--- src/rtl/control_sequencer_if.sv ---
// Control-sequencer bus bundle.
// The master side is the sequencer: it consumes the instruction, condition
// flag and halt request, and drives every datapath control line.
// The slave side is the datapath, which sees the same signals with the
// opposite directions.
interface control_sequencer_if;
  logic [31:0] IR;
  logic        con_ff;
  logic        stop;
  logic [7:0]  bus_src;
  logic [5:0]  reg_ctl;
  logic [9:0]  ld_en;
  logic [1:0]  mem_ctl;
  logic [12:0] alu_op;
  logic        run;
  logic [2:0]  step;

  modport master (
    input  IR, con_ff, stop,
    output bus_src, reg_ctl, ld_en, mem_ctl, alu_op, run, step
  );

  modport slave (
    output IR, con_ff, stop,
    input  bus_src, reg_ctl, ld_en, mem_ctl, alu_op, run, step
  );
endinterface

--- src/rtl/control_sequencer.sv ---
// Hardwired Moore control sequencer: a fetch (T0..T2) is followed by an
// opcode-dependent execute (T3..T7). All outputs decode registered state only:
// the state, the opcode captured on the edge into T3, and the branch flag
// captured on the edge into T6.
// Optional feature: define CTRL_SEQ_MULDIV_EN to sequence mul/div. Without it,
// those opcodes run as nop.
module control_sequencer (
  input logic              clk,
  input logic              clear,
  control_sequencer_if.master ctl
);

  // bus_src bit positions
  localparam int B_COUT = 7, B_INPORT = 6, B_MDROUT = 5, B_PCOUT = 4;
  localparam int B_ZLOW = 3, B_ZHIGH = 2, B_LOOUT = 1, B_HIOUT = 0;
  // reg_ctl bit positions
  localparam int B_GRA = 5, B_GRB = 4, B_GRC = 3, B_RIN = 2, B_ROUT = 1, B_BAOUT = 0;
  // ld_en bit positions
  localparam int B_CONIN = 9, B_OUTPORT = 8, B_MDRIN = 7, B_ZIN = 6, B_LOIN = 5;
  localparam int B_HIIN = 4, B_YIN = 3, B_MARIN = 2, B_IRIN = 1, B_PCIN = 0;
  // mem_ctl bit positions
  localparam int B_WRITE = 1, B_READ = 0;
  // alu_op bit positions
  localparam int B_INCPC = 12, B_NOT = 11, B_NEG = 10, B_ROL = 9, B_ROR = 8;
  localparam int B_SHL = 7, B_SHR = 6, B_DIV = 5, B_MUL = 4, B_SUB = 3;
  localparam int B_ADD = 2, B_OR = 1, B_AND = 0;

  typedef enum logic [3:0] {
    S_RST, S_T0, S_T1, S_T2, S_T3, S_T4, S_T5, S_T6, S_T7, S_HALT
  } state_t;

  // Instruction classes sharing one step sequence
  typedef enum logic [3:0] {
    C_NOP, C_ALU, C_IMM, C_UNARY, C_LD, C_LDI, C_ST, C_BR,
    C_JR, C_JAL, C_IN, C_OUT, C_MFHI, C_MFLO, C_HALT, C_MULDIV
  } cls_t;

  state_t      state_reg, state_next;
  logic [4:0]  opcode_reg;
  logic        con_reg;
  logic        stop_reg;

  cls_t        cls;
  state_t      last_state;
  logic [12:0] op_bit;
  logic        in_seq;

  logic [7:0]  src;
  logic [5:0]  rctl;
  logic [9:0]  ld;
  logic [1:0]  mem;
  logic [12:0] alu;
  logic        run_dec;
  logic [2:0]  step_dec;

  assign in_seq = (state_reg != S_RST) && (state_reg != S_HALT);

  // State register plus the opcode, branch flag and sticky halt request it depends on
  always_ff @(posedge clk or posedge clear) begin
    if (clear) begin
      state_reg  <= S_RST;
      opcode_reg <= 5'd0;
      con_reg    <= 1'b0;
      stop_reg   <= 1'b0;
    end else begin
      state_reg <= state_next;
      if (state_reg == S_T2)
        opcode_reg <= ctl.IR[31:27];
      if (state_reg == S_T5)
        con_reg <= ctl.con_ff;
      // A stop seen anywhere in the instruction is held until its last step
      if (in_seq)
        stop_reg <= (state_reg == last_state) ? 1'b0 : (stop_reg | ctl.stop);
    end
  end

  // Opcode classification: sequence class, ALU function bit and final step
  always_comb begin
    cls    = C_NOP;
    op_bit = '0;
    case (opcode_reg)
      5'b00000: cls = C_LD;
      5'b00001: cls = C_LDI;
      5'b00010: cls = C_ST;
      5'b00011: begin cls = C_ALU;   op_bit[B_ADD] = 1'b1; end
      5'b00100: begin cls = C_ALU;   op_bit[B_SUB] = 1'b1; end
      5'b00101: begin cls = C_ALU;   op_bit[B_AND] = 1'b1; end
      5'b00110: begin cls = C_ALU;   op_bit[B_OR]  = 1'b1; end
      5'b00111: begin cls = C_ALU;   op_bit[B_SHR] = 1'b1; end
      5'b01000: begin cls = C_ALU;   op_bit[B_SHL] = 1'b1; end
      5'b01001: begin cls = C_ALU;   op_bit[B_ROR] = 1'b1; end
      5'b01010: begin cls = C_ALU;   op_bit[B_ROL] = 1'b1; end
      5'b01011: begin cls = C_IMM;   op_bit[B_ADD] = 1'b1; end
      5'b01100: begin cls = C_IMM;   op_bit[B_AND] = 1'b1; end
      5'b01101: begin cls = C_IMM;   op_bit[B_OR]  = 1'b1; end
`ifdef CTRL_SEQ_MULDIV_EN
      5'b01110: begin cls = C_MULDIV; op_bit[B_MUL] = 1'b1; end
      5'b01111: begin cls = C_MULDIV; op_bit[B_DIV] = 1'b1; end
`else
      // mul/div hardware absent: these opcodes fall through to nop
`endif
      5'b10000: begin cls = C_UNARY; op_bit[B_NEG] = 1'b1; end
      5'b10001: begin cls = C_UNARY; op_bit[B_NOT] = 1'b1; end
      5'b10010: cls = C_BR;
      5'b10011: cls = C_JR;
      5'b10100: cls = C_JAL;
      5'b10101: cls = C_IN;
      5'b10110: cls = C_OUT;
      5'b10111: cls = C_MFHI;
      5'b11000: cls = C_MFLO;
      5'b11010: cls = C_HALT;
      default:  cls = C_NOP;
    endcase

    case (cls)
      C_ALU, C_IMM, C_LDI: last_state = S_T5;
      C_UNARY, C_JAL:      last_state = S_T4;
      C_LD, C_ST:          last_state = S_T7;
      C_BR, C_MULDIV:      last_state = S_T6;
      default:             last_state = S_T3;
    endcase
  end

  // Next state: step forward until the class's last step, then refetch or halt
  always_comb begin
    state_next = state_reg;
    case (state_reg)
      S_RST:  state_next = S_T0;
      S_HALT: state_next = S_HALT;
      default: begin
        if (state_reg == last_state) begin
          if (cls == C_HALT || ctl.stop || stop_reg)
            state_next = S_HALT;
          else
            state_next = S_T0;
        end else begin
          state_next = state_t'(state_reg + 4'd1);
        end
      end
    endcase
  end

  // Output decode from registered state, opcode class and branch flag
  always_comb begin
    src      = '0;
    rctl     = '0;
    ld       = '0;
    mem      = '0;
    alu      = '0;
    run_dec  = in_seq;
    step_dec = 3'd0;
    case (state_reg)
      S_T0: begin
        step_dec = 3'd0;
        src[B_PCOUT] = 1'b1; ld[B_MARIN] = 1'b1; ld[B_ZIN] = 1'b1; alu[B_INCPC] = 1'b1;
      end
      S_T1: begin
        step_dec = 3'd1;
        src[B_ZLOW] = 1'b1; ld[B_PCIN] = 1'b1; mem[B_READ] = 1'b1; ld[B_MDRIN] = 1'b1;
      end
      S_T2: begin
        step_dec = 3'd2;
        src[B_MDROUT] = 1'b1; ld[B_IRIN] = 1'b1;
      end
      S_T3: begin
        step_dec = 3'd3;
        case (cls)
          C_ALU, C_IMM: begin rctl[B_GRB] = 1'b1; rctl[B_ROUT] = 1'b1; ld[B_YIN] = 1'b1; end
          C_UNARY:      begin rctl[B_GRB] = 1'b1; rctl[B_ROUT] = 1'b1; alu = op_bit; ld[B_ZIN] = 1'b1; end
          C_LD, C_LDI, C_ST: begin rctl[B_GRB] = 1'b1; rctl[B_BAOUT] = 1'b1; ld[B_YIN] = 1'b1; end
          C_BR:     begin rctl[B_GRA] = 1'b1; rctl[B_ROUT] = 1'b1; ld[B_CONIN] = 1'b1; end
          C_JR:     begin rctl[B_GRA] = 1'b1; rctl[B_ROUT] = 1'b1; ld[B_PCIN] = 1'b1; end
          C_JAL:    begin src[B_PCOUT] = 1'b1; rctl[B_GRB] = 1'b1; rctl[B_RIN] = 1'b1; end
          C_IN:     begin src[B_INPORT] = 1'b1; rctl[B_GRA] = 1'b1; rctl[B_RIN] = 1'b1; end
          C_OUT:    begin rctl[B_GRA] = 1'b1; rctl[B_ROUT] = 1'b1; ld[B_OUTPORT] = 1'b1; end
          C_MFHI:   begin src[B_HIOUT] = 1'b1; rctl[B_GRA] = 1'b1; rctl[B_RIN] = 1'b1; end
          C_MFLO:   begin src[B_LOOUT] = 1'b1; rctl[B_GRA] = 1'b1; rctl[B_RIN] = 1'b1; end
          C_MULDIV: begin rctl[B_GRA] = 1'b1; rctl[B_ROUT] = 1'b1; ld[B_YIN] = 1'b1; end
          default: ;
        endcase
      end
      S_T4: begin
        step_dec = 3'd4;
        case (cls)
          C_ALU:    begin rctl[B_GRC] = 1'b1; rctl[B_ROUT] = 1'b1; alu = op_bit; ld[B_ZIN] = 1'b1; end
          C_IMM:    begin src[B_COUT] = 1'b1; alu = op_bit; ld[B_ZIN] = 1'b1; end
          C_UNARY:  begin src[B_ZLOW] = 1'b1; rctl[B_GRA] = 1'b1; rctl[B_RIN] = 1'b1; end
          C_LD, C_LDI, C_ST: begin src[B_COUT] = 1'b1; alu[B_ADD] = 1'b1; ld[B_ZIN] = 1'b1; end
          C_BR:     begin src[B_PCOUT] = 1'b1; ld[B_YIN] = 1'b1; end
          C_JAL:    begin rctl[B_GRA] = 1'b1; rctl[B_ROUT] = 1'b1; ld[B_PCIN] = 1'b1; end
          C_MULDIV: begin rctl[B_GRB] = 1'b1; rctl[B_ROUT] = 1'b1; alu = op_bit; ld[B_ZIN] = 1'b1; end
          default: ;
        endcase
      end
      S_T5: begin
        step_dec = 3'd5;
        case (cls)
          C_ALU, C_IMM, C_LDI: begin src[B_ZLOW] = 1'b1; rctl[B_GRA] = 1'b1; rctl[B_RIN] = 1'b1; end
          C_LD, C_ST: begin src[B_ZLOW] = 1'b1; ld[B_MARIN] = 1'b1; end
          C_BR:       begin src[B_COUT] = 1'b1; alu[B_ADD] = 1'b1; ld[B_ZIN] = 1'b1; end
          C_MULDIV:   begin src[B_ZLOW] = 1'b1; ld[B_LOIN] = 1'b1; end
          default: ;
        endcase
      end
      S_T6: begin
        step_dec = 3'd6;
        case (cls)
          C_LD:     begin mem[B_READ] = 1'b1; ld[B_MDRIN] = 1'b1; end
          C_ST:     begin rctl[B_GRA] = 1'b1; rctl[B_ROUT] = 1'b1; ld[B_MDRIN] = 1'b1; end
          C_BR:     begin src[B_ZLOW] = 1'b1; ld[B_PCIN] = con_reg; end
          C_MULDIV: begin src[B_ZHIGH] = 1'b1; ld[B_HIIN] = 1'b1; end
          default: ;
        endcase
      end
      S_T7: begin
        step_dec = 3'd7;
        case (cls)
          C_LD:    begin src[B_MDROUT] = 1'b1; rctl[B_GRA] = 1'b1; rctl[B_RIN] = 1'b1; end
          C_ST:    mem[B_WRITE] = 1'b1;
          default: ;
        endcase
      end
      default: ;
    endcase
  end

  assign ctl.bus_src = src;
  assign ctl.reg_ctl = rctl;
  assign ctl.ld_en   = ld;
  assign ctl.mem_ctl = mem;
  assign ctl.alu_op  = alu;
  assign ctl.run     = run_dec;
  assign ctl.step    = step_dec;

endmodule

--- src/flat_wrapper.sv ---
// flat-port wrapper written by rule: the top's interface ports become plain ports
module control_sequencer_flat 
  (clk, clear, ctl_IR, ctl_con_ff, ctl_stop, ctl_bus_src, ctl_reg_ctl, ctl_ld_en, ctl_mem_ctl, ctl_alu_op, ctl_run, ctl_step);
  control_sequencer_if ctl_i ();
  input logic clk;
  input logic clear;
  input wire logic [$bits(ctl_i.IR)-1:0] ctl_IR;
  input wire logic [$bits(ctl_i.con_ff)-1:0] ctl_con_ff;
  input wire logic [$bits(ctl_i.stop)-1:0] ctl_stop;
  output wire logic [$bits(ctl_i.bus_src)-1:0] ctl_bus_src;
  output wire logic [$bits(ctl_i.reg_ctl)-1:0] ctl_reg_ctl;
  output wire logic [$bits(ctl_i.ld_en)-1:0] ctl_ld_en;
  output wire logic [$bits(ctl_i.mem_ctl)-1:0] ctl_mem_ctl;
  output wire logic [$bits(ctl_i.alu_op)-1:0] ctl_alu_op;
  output wire logic [$bits(ctl_i.run)-1:0] ctl_run;
  output wire logic [$bits(ctl_i.step)-1:0] ctl_step;
  assign ctl_i.IR = ctl_IR;
  assign ctl_i.con_ff = ctl_con_ff;
  assign ctl_i.stop = ctl_stop;
  assign ctl_bus_src = ctl_i.bus_src;
  assign ctl_reg_ctl = ctl_i.reg_ctl;
  assign ctl_ld_en = ctl_i.ld_en;
  assign ctl_mem_ctl = ctl_i.mem_ctl;
  assign ctl_alu_op = ctl_i.alu_op;
  assign ctl_run = ctl_i.run;
  assign ctl_step = ctl_i.step;
  control_sequencer u_core (.clk(clk), .clear(clear), .ctl(ctl_i));
endmodule
--- config.mk ---
export PLATFORM = sky130hd
export DESIGN_NAME = control_sequencer_flat
export DESIGN_NICKNAME = d
export VERILOG_FILES = /design/src/rtl/control_sequencer_if.sv /design/src/rtl/control_sequencer.sv /design/src/flat_wrapper.sv
export SDC_FILE = /design/constraint.sdc
export NUM_CORES = 1
export LEC_CHECK = 0
export CAP_MARGIN = 30
export CORE_AREA = 2 2 68 70
export DETAILED_ROUTE_END_ITERATION = 6
export DIE_AREA = 0 0 70 72
export GPL_TIMING_DRIVEN = 1
export PLACE_DENSITY = 0.82
export REMOVE_ABC_BUFFERS = 1
export SYNTH_ARGS = -nofsm -noshare
export SYNTH_HDL_FRONTEND = slang
export SYNTH_SLANG_ARGS = --single-unit
--- constraint.sdc ---
create_clock -name clk -period 4.6 [get_ports clk]
set_clock_uncertainty 0.15 [all_clocks]
set_input_delay 1.38 -clock clk [delete_from_list [all_inputs] [get_ports clk]]
set_output_delay 1.38 -clock clk [all_outputs]
set_load 0.02 [all_outputs]
==> results.json <==
{
  "status": "finished clean",
  "final.min_clock_period_ns": 4.55,
  "leakage_nw": 1.18,
  "peakVddDrop_v": 0.000131,
  "insertion_delay_ns": 0.23,
  "gr-usage-met2_pct": 34.7,
  "slew_viol_final": 0,
  "synth_seq_cells": 11,
  "worstPathMaxFanout": 9,
  "use_met3_pct": 2.36,
  "die_y_um": 72,
  "port_buffers": 49,
  "p_int_mw": 0.165,
  "cts_tree": "yes",
  "crit_slowest_cell": "dfrtp_2",
  "finalWeightedCongestion": 0.922,
  "finalNetCount": 349,
  "antenna_found_initial": 0,
  "postSynthAreaPerCell_um2": 7.21,
  "grt_pass1_vias": 1908,
  "cts_buffer_depth": 2,
  "n_antenna_cell": 0,
  "rsz0062_at_grt": "true",
  "power.switching_mw": 0.0374,
  "hold_viol_final": 0,
  "crit_top_cell": "buf_4",
  "combinationalPowerShare_pct": 5.4,
  "htree_levels": 1,
  "detail_route.first_pass.iterations": 7,
  "placed_cell_area_um2": 2410,
  "setup_violations": 0,
  "cp_data_arrival_time_ns": 3.02,
  "power_density_nw_per_um2": 81.9,
  "worstSetupStartpointType": "flop",
  "synth_area_um2": 1690,
  "critPathKind": "reg2out",
  "clock_sinks": 11,
  "crit_family": "compound AO/OA/AOI/OAI gates",
  "drtIter0Drc": 205,
  "clk_pin_slew_ns": 0.05,
  "synth_edf_count": 0,
  "gr-total-overflow": 0,
  "cts_root_buf": "clkbuf_8",
  "post-route-drc-count": 0,
  "met1_usage_pct": 27.7,
  "numCtsBuffers": 3,
  "synthArstFlopShare_pct": 100,
  "fin_util_pct": 57.9,
  "dieArea_um2": 5040,
  "finalWirelength_mm": 5.15,
  "fin_hold_ws_ns": 0.365,
  "finalPower_mw": 0.202,
  "design_area_um2": 2470,
  "grt_busiest_layer": "met2",
  "synth_ff_type": "dfrtp_1",
  "p_seq_share_pct": 48.6,
  "required_ns": 3.07,
  "cpPeakStageDelay_ns": 0.46,
  "ios": 79,
  "p_sw_share_pct": 18.5,
  "hold_buffers": 0,
  "start_util_pct": 39.6,
  "path_buf_inv": 4,
  "wl_per_cell_um": 14.5,
  "hold_class": "reg2reg",
  "cp-end-kind": "primary output",
  "yosysSeqAreaShare_pct": 16.3,
  "gr-usage-all-layers_pct": 20.5,
  "cap_violations": 0,
  "fmax_ghz": 0.220,
  "clkPwrFrac_pct": 45.9,
  "worstPathCellList": "buf_4 -> buf_4 -> a31oi_1 -> and3_4 -> inv_1 -> ha_1 -> or2_2 -> o21a_1 -> a221oi_2 -> a21oi_1 -> a21o_1 -> dlygate4sd2_1",
  "grt_max_degree": 20,
  "dp_hpwl_mm": 4.03,
  "via_per_inst": 5.70,
  "synth_warnings": 0,
  "die_x_um": 70,
  "area_growth_pct": 46.4,
  "ys_types": 64,
  "core.rowCount": 24,
  "fin_crit_sh_pct": 98.9,
  "antenna_left": 0,
  "max-slew-margin-rel_pct": 60.9,
  "num_vias": 2029,
  "syn_inst": 234,
  "grt_pass1_wl_mm": 8.65,
  "tightest_slew_ns": 0.584,
  "core_area_um2": 4260,
  "layout-drive-gt1-share_pct": 23.4,
  "largest_reg_flops": 5
}
layer usage:
metal / vias to the layer above / share of wire [%]
li1: 986 / -
met1: 946 / 44
met2: 88 / 49
met3: 9 / 6.1
met4: 0 / 1.4
met5: - / 0
cells in the mapped netlist, types with 2 or more instances:
cell type	number	area share [%]
mux2_2	5	3.3
o21ai_0	7	2.1
xnor2_1	2	1.0
ha_1	8	5.9
inv_1	8	1.8
a21o_1	3	1.3
and3_1	6	2.2
nor4b_1	2	1.0
nand3_1	11	3.3
nor2b_1	3	1.1
or3_1	2	0.74
buf_1	2	0.45
nand2_1	26	5.8
a31oi_1	3	1.1
o221ai_1	2	1.0
nor2_1	19	4.2
nor4_1	5	1.9
a21oi_1	12	3.6
a211o_1	2	1.0
or2_2	5	1.9
o21a_1	2	0.89
or3b_1	2	1.0
dfrtp_1	11	16
nor3_1	6	1.8
nand4_1	4	1.5
o211ai_1	4	1.8
and2_1	3	1.1
buf_4	4	1.8
o22a_1	2	1.0
nand2b_1	5	1.9
a221oi_1	3	1.6
a22oi_1	2	0.89
xor2_1	2	1.0
nand4b_1	2	1.0
buf_2	5	1.5
clkbuf_1	11	2.4
mux2i_1	4	2.4
o31ai_1	2	0.89
buf_6	2	1.3
timing repair:
action,CTS,global route
buffers inserted,0,1
pin swaps,0,1
endpoints found under the setup margin,20,21
gates resized for setup,23,26
hold endpoints to repair,0,0
layout by cell type, fill, tap and decap left out, drive strengths merged, types with 10 or more instances in the layout:
cell type / instances
nand2: 26
clkbuf: 10
buf: 40
nand3: 11
a21oi: 13
dfrtp: 11
nor2: 20
clkdlybuf4s50: 28
layout make-up:
type | instances | area, µm²
clock buffers | 4 | 45.0
fillers | 385 | 1800
inverters | 9 | 33.8
multi-input cells | 191 | 1290
flip-flops and latches | 11 | 278
well taps | 52 | 65.1
repair buffers | 89 | 757
power groups by stage:
stage	logic, mW	clock network (mW)	registers, mW
global placement	0.0111	0	0.0998
floorplan	0.00371	0	0.0997
CTS	0.0113	0.0961	0.0983
detailed placement	0.0112	0	0.0998
global route	0.0122	0.102	0.0983
finish	0.0110	0.0929	0.0984
cells by family after synthesis:
| kind of cell | after synthesis | synth area share [%] |
|---|---|---|
| simple gates | 112 | 36.9 |
| fa+ha+maj | 9 | 6.53 |
| compound gates | 55 | 22.8 |
| buf+inv | 33 | 9.50 |
| flops | 11 | 16.3 |
| xor+xnor | 4 | 2.08 |
| mux | 9 | 5.71 |
| other cells | 1 | 0.222 |
path summary, 6_finish.rpt:
check,from,endpoint,slack (ns),cells past startpoint
max in group asynchronous,clear,u_core.opcode_reg[3],2.71,2
max,u_core.opcode_reg[3],ctl_bus_src[3],0.05,12
min,u_core.con_reg,u_core.con_reg,0.36,1
min in group asynchronous,clear,u_core.opcode_reg[1],1.29,2
min reg2reg,u_core.con_reg,u_core.con_reg,0.36,1
max reg2reg,u_core.opcode_reg[3],u_core.state_reg[3],1.63,13
through the flow:
step	setup TNS [ns]	cells	worst slack, ns
2_1_floorplan	-0.230	211	-0.230
3_3_place_gp	-0.189	351	-0.0810
3_5_place_dp	-0.609	351	-0.168
4_1_cts	0	355	0.00772
5_1_grt	-0.211	356	-0.117
6_report	0	356	0.0499
Note: power is estimated with default switching activity, not from simulation.
